### config.mk
export PLATFORM = sky130hd
export DESIGN_NAME = rain_monitor
export DESIGN_NICKNAME = d
export VERILOG_FILES = /design/src/rtl/rain_monitor.sv
export SDC_FILE = /design/constraint.sdc
export NUM_CORES = 1
export LEC_CHECK = 0
export CORE_MARGIN = 4
export CORE_UTILIZATION = 30
export DETAILED_ROUTE_END_ITERATION = 10
export PLACE_DENSITY_LB_ADDON = 0.3
export SYNTH_ARGS = -nofsm -noshare
export SYNTH_HDL_FRONTEND = slang
export SYNTH_SLANG_ARGS = --single-unit
export TNS_END_PERCENT = 10
### constraint.sdc
create_clock -name clk -period 4.37 [get_ports clk]
set_input_delay 0.874 -clock clk [delete_from_list [all_inputs] [get_ports clk]]
set_output_delay 0.874 -clock clk [all_outputs]
set_load 0.02 [all_outputs]
### src/rtl/rain_monitor.sv
// rain_monitor: multi-channel rain sensor debouncer with per-channel alarms,
// wet-channel count, storm flag, one-shot close request and an acknowledged
// sticky alarm. One independent debounce FSM per channel.

// Per-channel debounce FSM. Next-state terms are exported so the top can
// build its registered aggregate outputs on the same edge as the state.
module rain_monitor_ch #(
    parameter int DEBOUNCE = 4,
    parameter int DRY_HOLD = 8,
    parameter int CW       = 4
) (
    input  logic clk,
    input  logic rst_n,
    input  logic sensor_i,
    input  logic mask_i,
    output logic alarm_d_o,
    output logic enter_wet_o,
    output logic alarm_o
);
    typedef enum logic [1:0] {DRY, WET_PEND, WET, DRY_PEND} st_e;

    st_e           state_q, state_d;
    logic [CW-1:0] cnt_q, cnt_d, cnt_inc;
    logic          alarm_q;

    assign cnt_inc = cnt_q + CW'(1);

    // Next state: count consecutive agreeing samples; any disagreeing
    // sample throws the window away. Mask overrides everything.
    always_comb begin
        state_d     = state_q;
        cnt_d       = cnt_q;
        enter_wet_o = 1'b0;
        if (mask_i) begin
            state_d = DRY;
            cnt_d   = '0;
        end else begin
            case (state_q)
                DRY: begin
                    cnt_d = '0;
                    if (sensor_i) begin
                        if (DEBOUNCE == 1) begin
                            state_d     = WET;
                            enter_wet_o = 1'b1;
                        end else begin
                            state_d = WET_PEND;
                            cnt_d   = CW'(1);
                        end
                    end
                end
                WET_PEND: begin
                    if (!sensor_i) begin
                        state_d = DRY;
                        cnt_d   = '0;
                    end else if (cnt_inc == CW'(DEBOUNCE)) begin
                        state_d     = WET;
                        cnt_d       = '0;
                        enter_wet_o = 1'b1;
                    end else begin
                        cnt_d = cnt_inc;
                    end
                end
                WET: begin
                    cnt_d = '0;
                    if (!sensor_i) begin
                        if (DRY_HOLD == 1) begin
                            state_d = DRY;
                        end else begin
                            state_d = DRY_PEND;
                            cnt_d   = CW'(1);
                        end
                    end
                end
                default: begin // DRY_PEND
                    if (sensor_i) begin
                        state_d = WET;
                        cnt_d   = '0;
                    end else if (cnt_inc == CW'(DRY_HOLD)) begin
                        state_d = DRY;
                        cnt_d   = '0;
                    end else begin
                        cnt_d = cnt_inc;
                    end
                end
            endcase
        end
    end

    assign alarm_d_o = (state_d == WET) || (state_d == DRY_PEND);
    assign alarm_o   = alarm_q;

    // State, counter and registered alarm flag.
    always_ff @(posedge clk) begin
        if (!rst_n) begin
            state_q <= DRY;
            cnt_q   <= '0;
            alarm_q <= 1'b0;
        end else begin
            state_q <= state_d;
            cnt_q   <= cnt_d;
            alarm_q <= alarm_d_o;
        end
    end
endmodule

module rain_monitor #(
    parameter int CHANNELS = 4,
    parameter int DEBOUNCE = 4,
    parameter int DRY_HOLD = 8,
    parameter int STORM_TH = 3
) (
    input  logic                          clk,
    input  logic                          rst_n,
    input  logic [CHANNELS-1:0]           rain_sensor,
    input  logic [CHANNELS-1:0]           mask,
    input  logic                          ack,
    output logic [CHANNELS-1:0]           rain_alarm,
    output logic [$clog2(CHANNELS+1)-1:0] wet_count,
    output logic                          storm,
    output logic                          close_pulse,
    output logic                          alarm_latched
);
    localparam int MAXC = (DEBOUNCE > DRY_HOLD) ? DEBOUNCE : DRY_HOLD;
    localparam int CW   = $clog2(MAXC + 1);
    localparam int WCW  = $clog2(CHANNELS + 1);

    logic [CHANNELS-1:0] alarm_d, enter_wet;
    logic [WCW-1:0]      wet_count_q, wet_count_d;
    logic                storm_q, close_q, latched_q, latched_d;

    for (genvar g = 0; g < CHANNELS; g++) begin : g_ch
        rain_monitor_ch #(
            .DEBOUNCE(DEBOUNCE),
            .DRY_HOLD(DRY_HOLD),
            .CW      (CW)
        ) u_ch (
            .clk        (clk),
            .rst_n      (rst_n),
            .sensor_i   (rain_sensor[g]),
            .mask_i     (mask[g]),
            .alarm_d_o  (alarm_d[g]),
            .enter_wet_o(enter_wet[g]),
            .alarm_o    (rain_alarm[g])
        );
    end

    // Population count of the next-cycle alarm vector.
    always_comb begin
        wet_count_d = '0;
        for (int i = 0; i < CHANNELS; i++) begin
            wet_count_d = wet_count_d + WCW'(alarm_d[i]);
        end
    end

    // Sticky alarm: a fresh wet entry wins over an acknowledge; ack only
    // clears once nothing is wet, and is not remembered otherwise.
    always_comb begin
        latched_d = latched_q;
        if (|enter_wet) begin
            latched_d = 1'b1;
        end else if (ack && (wet_count_d == '0)) begin
            latched_d = 1'b0;
        end
    end

    // Registered aggregate outputs, updated on the same edge as the FSMs.
    always_ff @(posedge clk) begin
        if (!rst_n) begin
            wet_count_q <= '0;
            storm_q     <= 1'b0;
            close_q     <= 1'b0;
            latched_q   <= 1'b0;
        end else begin
            wet_count_q <= wet_count_d;
            storm_q     <= (wet_count_d >= WCW'(STORM_TH));
            close_q     <= (wet_count_q == '0) && (wet_count_d != '0);
            latched_q   <= latched_d;
        end
    end

    assign wet_count     = wet_count_q;
    assign storm         = storm_q;
    assign close_pulse   = close_q;
    assign alarm_latched = latched_q;
endmodule
# --- After elaboration in Yosys (flattened, before gate mapping) ---
# Cells that the tools add are included.
classes:
  addsub: 7
  magnitude_cmp: 1
  n_eq_ne: 24
  muxes: 78
  bitwise: 1
  reduce_logical: 19
op_table:
  columns: ["cell", "n"]
  rows:
  - ["2-to-1 mux 4 bit", 16]
  - ["2-to-1 mux 2 bit", 28]
  - ["case mux 4 bit (3 select lines)", 4]
  - ["2-to-1 mux 1 bit", 26]
  - ["equality test 2 bit (second input constant)", 12]
  - ["case mux 2 bit (3 select lines)", 4]
  - ["adder 4 x 1 -> 4 bit (second input constant)", 4]
  - ["equality test 4 x 3 -> 1 bit (second input constant)", 4]
  - ["equality test 4 bit (second input constant)", 4]
  - ["equality test 2 x 1 -> 1 bit (second input constant)", 4]
  - ["logical NOT 2 bit", 4]
  - ["OR reduction 2 bit", 4]
  - ["logical NOT 3 bit", 2]
  - ["logical OR 1 bit", 4]
  - ["OR reduction 4 bit", 1]
  - ["adder 2 x 1 -> 3 bit", 1]
  - ["adder 3 x 1 -> 3 bit", 1]
  - ["greater-or-equal comparator 3 x 2 -> 1 bit (second input constant)", 1]
  - ["nonzero test 3 bit", 1]
  - ["adder 1 x 1 -> 2 bit", 1]
  - ["logical AND 1 bit", 2]
  - ["nonzero test 2 bit", 1]
  - ["NOT 1 bit", 1]
word_totals:
  ff_bits: 34
  inputBits: 11
  output_inout_bits: 10
  elab_cells: 146

# --- Depth between registers and ports, before layout ---
# Gate-level depths: netlist of the first run.
logic_depth:
  depth_word: 15
  ltp_mapped: 14
  mapped_depth_nobuf: 14

# --- Cells and area by module ---
# From an unflattened synthesis of the first run, not the netlist that was laid out.
unflattened:
  hier_cells: 204
  area_unflattened_um2: 2028.2
by_module_without_submodules:
  columns: ["mod", "n_inst", "cells_per_inst", "area_each_um2", "seq_area_each_um2"]
  rows:
  - ["rain_monitor_ch", 4, 46, 444.2, 140.1]
  - ["rain_monitor", 1, 20, 251.5, 120.1]

# --- Worst setup path before layout of the first run ---
# No wires, ideal clock.
synth_path:
  kind: "register -> register"
  startpoint: "register g_ch[1].u_ch.cnt_q[0]"
  endpoint: "register latched_q, in the netlist alarm_latched"
  setup_time_ns: 0.125
  arrival_time_ns: 3.192
  required_time_ns: 4.245
  path_slack_ns: 1.053
  stages_incl_launch_ff: 15
  n_path_buf: 0
  synth_period_minus_slack_ns: 3.317
  path_cell_list: "dfxtp_1 > ha_1 > and2b_1 > a32o_2 > a31oi_1 > a21oi_1 > nor3b_1 > fa_1 > ha_1 > ha_1 > nor3_1 > nand2_1 > nand2_1 > o41ai_1 > o41a_1"
synth_via:
  elab_chain_cells: 14
  word_cells_on_any_way: 24
  cone_classes: "add/sub (4); eq/ne (4); mux (11); reduce/logical (5)"
synth_rtl:
  columns: ["item", "line_no", "text"]
  rows:
  - ["start: declaration", "23", "logic [CW-1:0] cnt_q, cnt_d, cnt_inc;"]
  - ["start signal: assignment", "100", "cnt_q <= cnt_d;"]
  - ["adder 4 x 1 -> 4 bit *", "26", "assign cnt_inc = cnt_q + CW'(1);"]
  - ["equality test 4 bit / equality test 4 x 3 -> 1 bit (equally long branches)", "78, 55", null]
  - ["2-to-1 mux 2 bit (on tied branches)", "78, 55", null]
  - ["2-to-1 mux 2 bit (on tied branches)", "75, 52", null]
  - ["case mux 2 bit (3 select lines) *", "38", "case (state_q)"]
  - ["2-to-1 mux 2 bit *", "34", "if (mask_i) begin"]
  - ["equality test 2 bit", "89", "assign alarm_d_o = (state_d == WET) || (state_d == DRY_PEND);"]
  - ["logical OR 1 bit *", "89", null]
  - ["net g_ch[1].u_ch.alarm_d_o", "16", "output logic alarm_d_o,"]
  - ["adder 1 x 1 -> 2 bit *", "151", "wet_count_d = wet_count_d + WCW'(alarm_d[i]);"]
  - ["adder 2 x 1 -> 3 bit *", "151", null]
  - ["adder 3 x 1 -> 3 bit *", "151", null]
  - ["net wet_count_d[1]", "128", "logic [WCW-1:0] wet_count_q, wet_count_d;"]
  - ["logical NOT 3 bit *", "161", "end else if (ack && (wet_count_d == '0)) begin"]
  - ["logical AND 1 bit *", "161", null]
  - ["nonzero test 2 bit (no source line) *", null, null]
  - ["end signal: assignment", "177", "latched_q <= latched_d;"]
  - ["end: declaration", "129", "logic storm_q, close_q, latched_q, latched_d;"]
# The timed path passes the listed nets; every way through them passes the cells marked *.
# A chain may end at the register's enable or synchronous reset.

# --- Worst setup path after layout of the first run ---
# Same ends and word-level chain as after synthesis.

==> flow_metrics.env, run 1 <==
export IMPL_outcome="finished, final reports clean"
export IMPL_rr_endpoint="alarm_latched$_SDFFE_PN0P_"
export IMPL_worstPathArrival_ns=3.79
export IMPL_period_needed_ns=3.63
export IMPL_drt_iter0_drc=68
export IMPL_p_leak_nw=0.863
export IMPL_hold_buffers=0
export IMPL_area_delta_synth_final_pct=19.2
export IMPL_ys_types=49
export IMPL_crit_path_start_kind="flop"
export IMPL_start_util=0.316
export IMPL_cts_path_max_buffers=2
export IMPL_num_antenna_cells=0
export IMPL_maxCapViolations=0
export IMPL_r2r_setup_slack_ns=0.74
export IMPL_netlist_instances=216
export IMPL_final_cell_mix="34 x dfxtp_1, 25 x nand2_1, 20 x clkdlybuf4s50_1, 17 x a21oi_1"
export IMPL_fin_setup_tns_ns=0
export IMPL_drive_gt1_frac=0.0788
export IMPL_synth_area_top_cells="dfxtp_1 36%, ha_1 6.5%, nand2_1 4.9%"
export IMPL_gp_congestion=0.816
export IMPL_max_clock_freq_mhz=276
export IMPL_track_usage=0.102
export IMPL_dieArea_um2=7720
export IMPL_postSynthAreaPerCell_um2=8.86
export IMPL_cts_tree="yes"
export IMPL_netlist_area_um2=1910
export IMPL_hp_class="reg2reg"
export IMPL_synth_edff_count=0
export IMPL_crit_path_top_delay_cell="fa_1"
export IMPL_postLayoutCellArea_um2=2280
export IMPL_grt_pass1_vias=1419
export IMPL_power_density_nw_per_um2=259
export IMPL_cp_depth=14
export IMPL_yosysWarnings=0
export IMPL_drtAntennaViolNets=0
export IMPL_holdWs_ns=0.414
export IMPL_dpl_cell_area_um2=2190
export IMPL_cts_buffers=5
export IMPL_fin_crit_sh=0.830
export IMPL_hold_viol_final=0
export IMPL_ys_flop_type="dfxtp_1"
export IMPL_critPathCapture="alarm_latched$_SDFFE_PN0P_"
export IMPL_h_tree_depth=2
export IMPL_numPortBuffers=20
export IMPL_setup_violations=0
export IMPL_worstPathMaxFanout=9
export IMPL_slew_headroom=0.771
export IMPL_antenna_found_initial=0
export IMPL_root_buffer="clkbuf_8"
export IMPL_drt_pass1_iter_count=4
export IMPL_clk_latency_ns=0.28
export IMPL_grt_setup_unrepaired="no"
export IMPL_ios=21
export IMPL_fin_skew_ns=0.00398
export IMPL_grt_pass1_wl_um=6310
export IMPL_post_cts_buffers=0
export IMPL_async_flop_share=0
export IMPL_n_fill_cell=618
export IMPL_dieWidth_um=87.9
export IMPL_critical_path_buf_inv_count=0
export IMPL_clk_pin_slew_worst_paths_ns=0.07
export IMPL_cp_top_family="adder cells"
export IMPL_gr_total_overflow=0
export IMPL_critPathKind="reg2reg"
export IMPL_synth_area_leader_cell="dfxtp_1"
export IMPL_worst_pin_slew_ns=0.339
export IMPL_rows=28
export IMPL_wl_per_cell_um=12.2
export IMPL_core_um2=6060
export IMPL_worst_r2r_path_depth=14
export IMPL_vdd_ir_drop_max_mv=0.188
export IMPL_ys_ff_latch=34
export IMPL_ys_seq_area_frac=0.356
export IMPL_die_h_um=87.9
export IMPL_cts_sinks=34
export IMPL_post_cts_resized=0
export IMPL_cp_startpoint="g_ch[1].u_ch.cnt_q[0]$_SDFF_PP0_"
export IMPL_path_cells="ha_1 -> and2b_1 -> a32o_2 -> a31oi_1 -> a21oi_1 -> nor3b_1 -> fa_1 -> ha_1 -> ha_1 -> nor3_1 -> nand2_1 -> nand2_1 -> o41ai_1 -> o41a_1"
export IMPL_drc=0
export IMPL_yosysTopAreaCellShare=0.356
export IMPL_endpoint_kind="flop"
export IMPL_dp_slack_ns=0.464
export IMPL_cp_slowest_stage_delay_ns=0.44
export IMPL_hpwl_um=2970
export IMPL_r2r_start="g_ch[1].u_ch.cnt_q[0]$_SDFF_PP0_"
export IMPL_vias_per_cell=5.04
export IMPL_vias=1594
export IMPL_grt_max_degree=12
export IMPL_final_nets=262
export IMPL_final_common_cell="dfxtp_1"
export IMPL_worst_slack_ns=0.742
export IMPL_synthesis_nets=238
export IMPL_slew_viol_final=0
export IMPL_critPathRequiredTime_ns=4.54
export IMPL_wirelength_um=3850
export IMPL_path_common_cell="ha_1"
[cell type report]
cell class                      instances  area [µm²]  share of cell area
Clock buffer                            6        82.6              0.0362
Clock inverter                          2        12.5             0.00549
Multi-Input combinational cell        176        1200               0.524
Inverter                                2        7.51             0.00329
Tap cell                               75        93.8              0.0411
Timing Repair Buffer                   21         208              0.0911
Sequential cell                        34         681               0.298
[per-layer routing]
layer  GRT usage  share of wire  vias up
met3      0.0310          0.044        6
met1       0.140           0.52      719
li1            -              -      837
met2       0.155           0.42       32
met4      0.0293          0.014        0
met5           0              0        -
[cell families (layout without fill, tap and decap cells)]
group                      Yosys count  count (layout)  synth area share
DFF                                 34              34             0.356
and+or+nand+nor                     99              99             0.286
AOI/OAI and AO/OA                   60              60             0.235
adders and majority gates           11              11            0.0758
buffers and inverters                6              31            0.0196
xor gates and xnor gates             6               6            0.0275
[flip-flops by register name, summed over array words and instances (netlist names)]
name	count
alarm_latched	1
close_pulse	1
g_ch.u_ch.alarm_o	4
g_ch.u_ch.cnt_q	16
g_ch.u_ch.state_q	8
storm	1
wet_count	3
[through the flow]
| stage | std cells | utilization | power, mW |
|---|---|---|---|
| after global placement | 308 | 0.361 | 0.357 |
| after floorplan | 216 | - | 0.339 |
| after detailed placement | 308 | 0.361 | 0.357 |
| after global routing | 316 | 0.376 | 0.614 |
| after CTS | 316 | 0.376 | 0.602 |
| final | 316 | 0.376 | 0.590 |
[how the worst min path moves through the flow]
| stage | from | endpoint | cells past startpoint |
|---|---|---|---|
| final | wet_count[1]$_SDFF_PN0_ | close_pulse$_SDFF_PN0_ | 1 |
| after CTS | wet_count[1]$_SDFF_PN0_ | close_pulse$_SDFF_PN0_ | 1 |
| after floorplan | g_ch[1].u_ch.state_q[0]$_SDFF_PN0_ | g_ch[1].u_ch.cnt_q[0]$_SDFF_PP0_ | 1 |
| after global placement | wet_count[0]$_SDFF_PN0_ | close_pulse$_SDFF_PN0_ | 1 |
| after detailed placement | wet_count[1]$_SDFF_PN0_ | close_pulse$_SDFF_PN0_ | 1 |
| after global routing | wet_count[1]$_SDFF_PN0_ | close_pulse$_SDFF_PN0_ | 1 |
[synth_stat cells (4+ instances only)]
library cell	number
and3b_1	4
nor3_1	4
buf_4	4
a211oi_1	4
and2_1	8
nor3b_1	5
nor2_1	11
o21ai_0	6
a21oi_1	17
nand2b_1	11
nand3b_1	4
nand3_1	9
nand2_1	25
dfxtp_1	34
ha_1	10
nor2b_1	9
a31oi_1	5
[where the power goes]
group	internal [mW]	switching [mW]
logic	0.0163	0.0162
clock network	0.127	0.114
registers	0.313	0.00491
Power figures use the tool's default switching activity.
==> inputs of run 2 (changes only) <==
==> constraint.sdc (replaced) <==
create_clock -name clk -period 3.4 [get_ports clk]
set_input_delay 0.68 -clock clk [delete_from_list [all_inputs] [get_ports clk]]
set_output_delay 0.68 -clock clk [all_outputs]
set_load 0.02 [all_outputs]
==> run 2 against run 1 <==
  * First-iteration DRC count increased by 19%
  * Maximum frequency increased by 11%
  * Final cell count increased by 7.0%
  * Clock skew increased by 0.0026 ns
  * Cell area increased by 10%
  * Critical endpoint unchanged
==> flow_metrics.env, run 2 (same netlist as run 1, synthesis figures left out) <==
export IMPL_outcome="finished, final reports clean"
export IMPL_slew_headroom=0.750
export IMPL_cts_tree="yes"
export IMPL_start_util=0.316
export IMPL_largest_register_ff_count=16
export IMPL_core_um2=6060
export IMPL_num_antenna_cells=0
export IMPL_die_h_um=87.9
export IMPL_min_to="close_pulse$_SDFF_PN0_"
export IMPL_drt_iter0_drc=81
export IMPL_p_leak_nw=0.973
export IMPL_grt_pass1_vias=1601
export IMPL_vdd_ir_drop_max_mv=0.215
export IMPL_fin_crit_sh=0.958
export IMPL_hold_viol_final=0
export IMPL_finalNonFillerCells=338
export IMPL_slew_viol_final=0
export IMPL_drt_pass1_iter_count=4
export IMPL_wirelength_um=4210
export IMPL_p_comb_frac=0.066
export IMPL_worstPathArrival_ns=3.42
export IMPL_final_nets=284
export IMPL_fin_util=0.415
export IMPL_hpwl_um=3140
export IMPL_root_buffer="clkbuf_8"
export IMPL_placed_cells=326
export IMPL_cts_path_max_buffers=2
export IMPL_gr_total_overflow=0
export IMPL_cp_startpoint="g_ch[0].u_ch.cnt_q[1]$_SDFF_PP0_"
export IMPL_ios=21
export IMPL_fin_skew_ns=0.00653
export IMPL_maxCapViolations=0
export IMPL_r2r_setup_slack_ns=0.14
export IMPL_hp_class="reg2reg"
export IMPL_power_density_nw_per_um2=308
export IMPL_worstPathMaxFanout=5
export IMPL_max_clock_freq_mhz=307
export IMPL_seq_power_share=0.526
export IMPL_n_fill_cell=595
export IMPL_worst_pin_slew_ns=0.370
export IMPL_r2r_start="g_ch[0].u_ch.cnt_q[1]$_SDFF_PP0_"
export IMPL_route_met3_wl_um=125
export IMPL_dpl_cell_area_um2=2320
export IMPL_numPortBuffers=20
export IMPL_dieArea_um2=7720
export IMPL_antenna_found_initial=0
export IMPL_track_usage=0.115
export IMPL_critPathKind="reg2reg"
export IMPL_hold_depth=1
export IMPL_vias=1669
export IMPL_p_sw_frac=0.236
export IMPL_regMostFlops="g_ch.u_ch.cnt_q"
export IMPL_drc=0
export IMPL_final_common_cell="dfxtp_1"
export IMPL_dieWidth_um=87.9
export IMPL_wirelength_met1_um=2110
export IMPL_final_cell_mix="31 x dfxtp_1, 25 x nand2_1, 23 x buf_4, 20 x clkdlybuf4s50_1, 14 x a21oi_1"
export IMPL_met2WireLength_um=1940
export IMPL_topRoutingLayerUsed="met4"
export IMPL_period_needed_ns=3.26
export IMPL_area_delta_synth_final_pct=31.4
export IMPL_clkPwrFrac=0.408
export IMPL_cts_sinks=34
export IMPL_cts_buffers=5
export IMPL_p_sw_mw=0.183
export IMPL_worst_r2r_path_depth=14
export IMPL_h_tree_depth=2
export IMPL_crit_path_start_kind="flop"
export IMPL_holdWs_ns=0.417
export IMPL_wl_per_cell_um=12.5
export IMPL_hp_start="wet_count[0]$_SDFF_PN0_"
export IMPL_rr_endpoint="alarm_latched$_SDFFE_PN0P_"
export IMPL_postLayoutCellArea_um2=2510
export IMPL_p_int_mw=0.591
export IMPL_grt_pass1_wl_um=7110
export IMPL_grt_max_degree=12
export IMPL_drive_gt1_frac=0.209
export IMPL_clk_pin_slew_worst_paths_ns=0.08
export IMPL_vias_per_cell=4.94
export IMPL_rows=28
export IMPL_endpoint_kind="flop"
export IMPL_drtAntennaViolNets=0
export IMPL_gp_congestion=0.837
export IMPL_grt_setup_unrepaired="no"
export IMPL_critPathRequiredTime_ns=3.56
export IMPL_clk_latency_ns=0.28
export IMPL_finalPower_mw=0.774
export IMPL_setup_violations=0
-- run 2: worst max-delay path, cell delays in order, from the launching register on --
cell and delay (ns):
dfxtp_2 0.40, ha_2 0.22, nor4bb_1 0.29, a31o_2 0.21, a21oi_2 0.08, nor3_2 0.17
buf_4 0.14, fa_1 0.38, ha_1 0.21, ha_1 0.30, nor3_2 0.14, nand2_1 0.08
nand2_1 0.06, o41ai_1 0.06, o41a_1 0.40
-- run 2: layout make-up --
| type | instances | area, µm² | area share |
|---|---|---|---|
| Multi-Input combinational cell | 176 | 1260 | 0.500 |
| Sequential cell | 34 | 687 | 0.273 |
| Timing Repair Buffer | 43 | 373 | 0.148 |
| Tap cell | 75 | 93.8 | 0.0373 |
| Clock buffer | 6 | 82.6 | 0.0328 |
| Clock inverter | 2 | 12.5 | 0.00498 |
| Inverter | 2 | 7.51 | 0.00299 |
-- run 2: timing repair --
item	CTS	global route
hold buffers	0	0
cloned	0	0
pin swaps	0	2
gates resized for setup	5	12
setup buffers	0	4
setup endpoints to repair	1	1
-- run 2: power by group through the flow --
| stage | clock network [mW] | logic, mW | registers, mW |
|---|---|---|---|
| floorplan | 0 | 0.0196 | 0.416 |
| global placement | 0 | 0.0481 | 0.416 |
| detailed placement | 0 | 0.0485 | 0.416 |
| CTS | 0.324 | 0.0486 | 0.407 |
| global route | 0.342 | 0.0567 | 0.408 |
| finish | 0.316 | 0.0509 | 0.408 |
-- run 2: worst max-delay path by stage --
stage / cells past startpoint / end / slack [ns]
global route: 14 / alarm_latched$_SDFFE_PN0P_ / 0.01
finish: 14 / alarm_latched$_SDFFE_PN0P_ / 0.14
CTS: 15 / alarm_latched$_SDFFE_PN0P_ / 0.03
floorplan: 14 / alarm_latched$_SDFFE_PN0P_ / 0.08
global placement: 12 / alarm_latched$_SDFFE_PN0P_ / -0.16
detailed placement: 12 / alarm_latched$_SDFFE_PN0P_ / -0.21
-- run 2: metal layers --
metal	vias to the layer above	GRT usage
li1	883	-
met1	764	0.152
met5	-	0
met3	4	0.0292
met2	18	0.189
met4	0	0.0251
-- run 2: through the flow --
step,setup slack (ns),setup TNS [ns]
floorplan,0.0826,0
global placement,-0.163,-0.163
detailed placement,-0.214,-0.214
CTS,0.0252,0
global route,0.0105,0
finish,0.144,0
==> inputs of run 3 (changes only) <==
--- a/config.mk
+++ b/config.mk
@@ -6,9 +6,11 @@
 export NUM_CORES = 1
 export LEC_CHECK = 0
 export CORE_MARGIN = 4
-export CORE_UTILIZATION = 30
+export CORE_UTILIZATION = 52
+export CTS_CLUSTER_DIAMETER = 40
 export DETAILED_ROUTE_END_ITERATION = 10
 export PLACE_DENSITY_LB_ADDON = 0.3
+export SETUP_SLACK_MARGIN = 0.1
 export SYNTH_ARGS = -nofsm -noshare
 export SYNTH_HDL_FRONTEND = slang
 export SYNTH_SLANG_ARGS = --single-unit
==> run 3 against run 2 <==
  * Combinational power barely moved
  * Flip-flop and latch count unchanged
  * Clock power increased by 18%
  * Non-clock buffer count fell by 4
  * Clock-buffer cell count down 1
  * Via count is 3.4% higher
==> flow_metrics.env, run 3 (same netlist as run 1, synthesis figures left out) <==
export IMPL_drt_iter0_drc=95
export IMPL_r2r_start="g_ch[1].u_ch.cnt_q[1]$_SDFF_PP0_"
export IMPL_clk_pin_slew_worst_paths_ns=0.07
export IMPL_ios=21
export IMPL_dieWidth_um=68.7
export IMPL_p_sw_mw=0.185
export IMPL_r2r_setup_slack_ns=0.30
export IMPL_setup_violations=0
export IMPL_path_cells="buf_6 -> a21bo_1 -> a32o_2 -> a31oi_2 -> a21oi_2 -> nor3b_2 -> fa_1 -> ha_2 -> ha_4 -> nor3_4 -> nand2_1 -> nand2_1 -> o41ai_2 -> o41a_1"
export IMPL_fin_crit_sh=0.911
export IMPL_outcome="finished, final reports clean"
export IMPL_grt_pass1_vias=1588
export IMPL_fin_skew_ns=0.0131
export IMPL_cp_top_family="compound AO/OA/AOI/OAI gates"
export IMPL_gr_total_overflow=0
export IMPL_dpl_cell_area_um2=2250
export IMPL_p_sw_frac=0.223
export IMPL_num_antenna_cells=0
export IMPL_gp_congestion=0.876
export IMPL_max_clock_freq_mhz=323
export IMPL_crit_path_top_delay_cell="fa_1"
export IMPL_clkPwrFrac=0.447
export IMPL_cts_tree="yes"
export IMPL_cp_startpoint="g_ch[1].u_ch.cnt_q[1]$_SDFF_PP0_"
export IMPL_p_leak_nw=0.970
export IMPL_core_um2=3440
export IMPL_worst_r2r_path_depth=14
export IMPL_period_needed_ns=3.10
export IMPL_numPortBuffers=20
export IMPL_area_delta_synth_final_pct=32.7
export IMPL_min_to="close_pulse$_SDFF_PN0_"
export IMPL_cts_sinks=34
export IMPL_path_common_cell="nand2_1"
export IMPL_dieArea_um2=4720
export IMPL_crit_path_start_kind="flop"
export IMPL_track_usage=0.189
export IMPL_placed_cells=292
export IMPL_start_util=0.556
export IMPL_drt_pass1_iter_count=5
export IMPL_vdd_ir_drop_max_mv=0.298
export IMPL_final_cell_mix="27 x dfxtp_1, 25 x nand2_1, 20 x clkdlybuf4s50_1, 17 x buf_4, 14 x a21oi_1"
export IMPL_largest_register_ff_count=16
export IMPL_rr_endpoint="alarm_latched$_SDFFE_PN0P_"
export IMPL_wirelength_um=4250
export IMPL_hpwl_um=2860
export IMPL_die_h_um=68.7
export IMPL_regMostFlops="g_ch.u_ch.cnt_q"
export IMPL_critical_path_buf_inv_count=1
export IMPL_endpoint_kind="flop"
export IMPL_worstPathMaxFanout=4
export IMPL_drive_gt1_frac=0.243
export IMPL_slew_headroom=0.721
export IMPL_drtAntennaViolNets=0
export IMPL_worst_pin_slew_ns=0.418
export IMPL_seq_power_share=0.491
export IMPL_cts_path_max_buffers=2
export IMPL_finalNonFillerCells=305
export IMPL_postLayoutCellArea_um2=2540
export IMPL_hold_depth=1
export IMPL_final_common_cell="dfxtp_1"
export IMPL_p_comb_frac=0.061
export IMPL_clk_latency_ns=0.29
export IMPL_wl_per_cell_um=13.9
export IMPL_h_tree_depth=2
export IMPL_hp_start="wet_count[1]$_SDFF_PN0_"
export IMPL_antenna_found_initial=0
export IMPL_critPathKind="reg2reg"
export IMPL_power_density_nw_per_um2=327
export IMPL_worstPathArrival_ns=3.28
export IMPL_hp_class="reg2reg"
export IMPL_vias=1725
export IMPL_grt_pass1_wl_um=6780
export IMPL_drc=0
export IMPL_fin_setup_tns_ns=0
export IMPL_p_int_mw=0.646
export IMPL_rows=21
export IMPL_cp_slowest_stage_delay_ns=0.52
export IMPL_cts_buffers=5
export IMPL_vias_per_cell=5.66
export IMPL_hold_viol_final=0
export IMPL_critPathRequiredTime_ns=3.58
export IMPL_final_nets=280
export IMPL_maxCapViolations=0
export IMPL_grt_max_degree=13
export IMPL_slew_viol_final=0
export IMPL_hold_buffers=0
export IMPL_grt_setup_unrepaired="no"
export IMPL_root_buffer="clkbuf_8"
[run 3: changes by cell type in the layout (fill, tap and decap cells not counted), moves of 2 or more]
cell,before,now
dfxtp_1,31,27
ha_1,7,5
ha_4,2,4
a31oi_2,0,2
a31oi_1,5,3
dfxtp_2,2,7
buf_6,0,2
buf_4,23,17
[run 3: timing repair]
action / 4_1_cts / 5_1_grt
gates cloned: 0 / 0
pin swaps: 1 / 13
setup buffers: 1 / 4
resized for setup: 8 / 24
endpoints found under the hold margin: 0 / 0
endpoints found under the setup margin: 1 / 1
[run 3: final cells by class]
cell class,count,area [µm²]
clock buffers,5,68.8
clock inverters,3,45.0
fillers,259,901
inverters,2,7.51
multi-input cells,176,1320
flip-flops and latches,34,689
well taps,46,57.6
repair buffers,39,350
[run 3: worst register-to-register path: cells and delay by family, from the launching register on]
kind                       cells  cell delay (ns)
DFF                            1             0.34
AOI/OAI and AO/OA              6             1.10
adders and majority gates      3             0.93
buffers and inverters          1             0.12
and+or+nand+nor                4             0.51
[run 3: per-layer routing]
metal / routed length (µm) / track usage / part of all wire / up-vias
met5: 0 / 0 / 0 / -
met4: 36 / 0.0521 / 0.0085 / 0
met3: 206 / 0.0600 / 0.048 / 8
met2: 2030 / 0.304 / 0.48 / 42
met1: 1970 / 0.243 / 0.46 / 804
li1: - / - / - / 871
[run 3: metrics by stage]
step / power [mW] / hold slack [ns] / setup WS, ns / util
6_report: 0.831 / 0.462 / 0.302 / 0.738
5_1_grt: 0.860 / 0.469 / 0.139 / 0.738
4_1_cts: 0.830 / 0.463 / 0.115 / 0.697
3_5_place_dp: 0.463 / 0.430 / -0.171 / 0.654
3_3_place_gp: 0.463 / 0.437 / -0.141 / 0.654
2_1_floorplan: 0.436 / 0.470 / 0.116 / -
[run 3: worst max path at each step]
| stage | endpoint | slack (ns) | cells after the start |
|---|---|---|---|
| after floorplan | alarm_latched$_SDFFE_PN0P_ | 0.12 | 14 |
| after global placement | alarm_latched$_SDFFE_PN0P_ | -0.14 | 12 |
| after detailed placement | alarm_latched$_SDFFE_PN0P_ | -0.17 | 12 |
| after CTS | alarm_latched$_SDFFE_PN0P_ | 0.11 | 14 |
| after global routing | alarm_latched$_SDFFE_PN0P_ | 0.14 | 13 |
| final | alarm_latched$_SDFFE_PN0P_ | 0.30 | 14 |
[run 3: power groups by stage]
stage	clock network [mW]	logic, mW	registers (mW)
finish	0.372	0.0510	0.408
global route	0.395	0.0557	0.409
global placement	0	0.0467	0.416
floorplan	0	0.0196	0.416
detailed placement	0	0.0474	0.416
CTS	0.375	0.0487	0.407
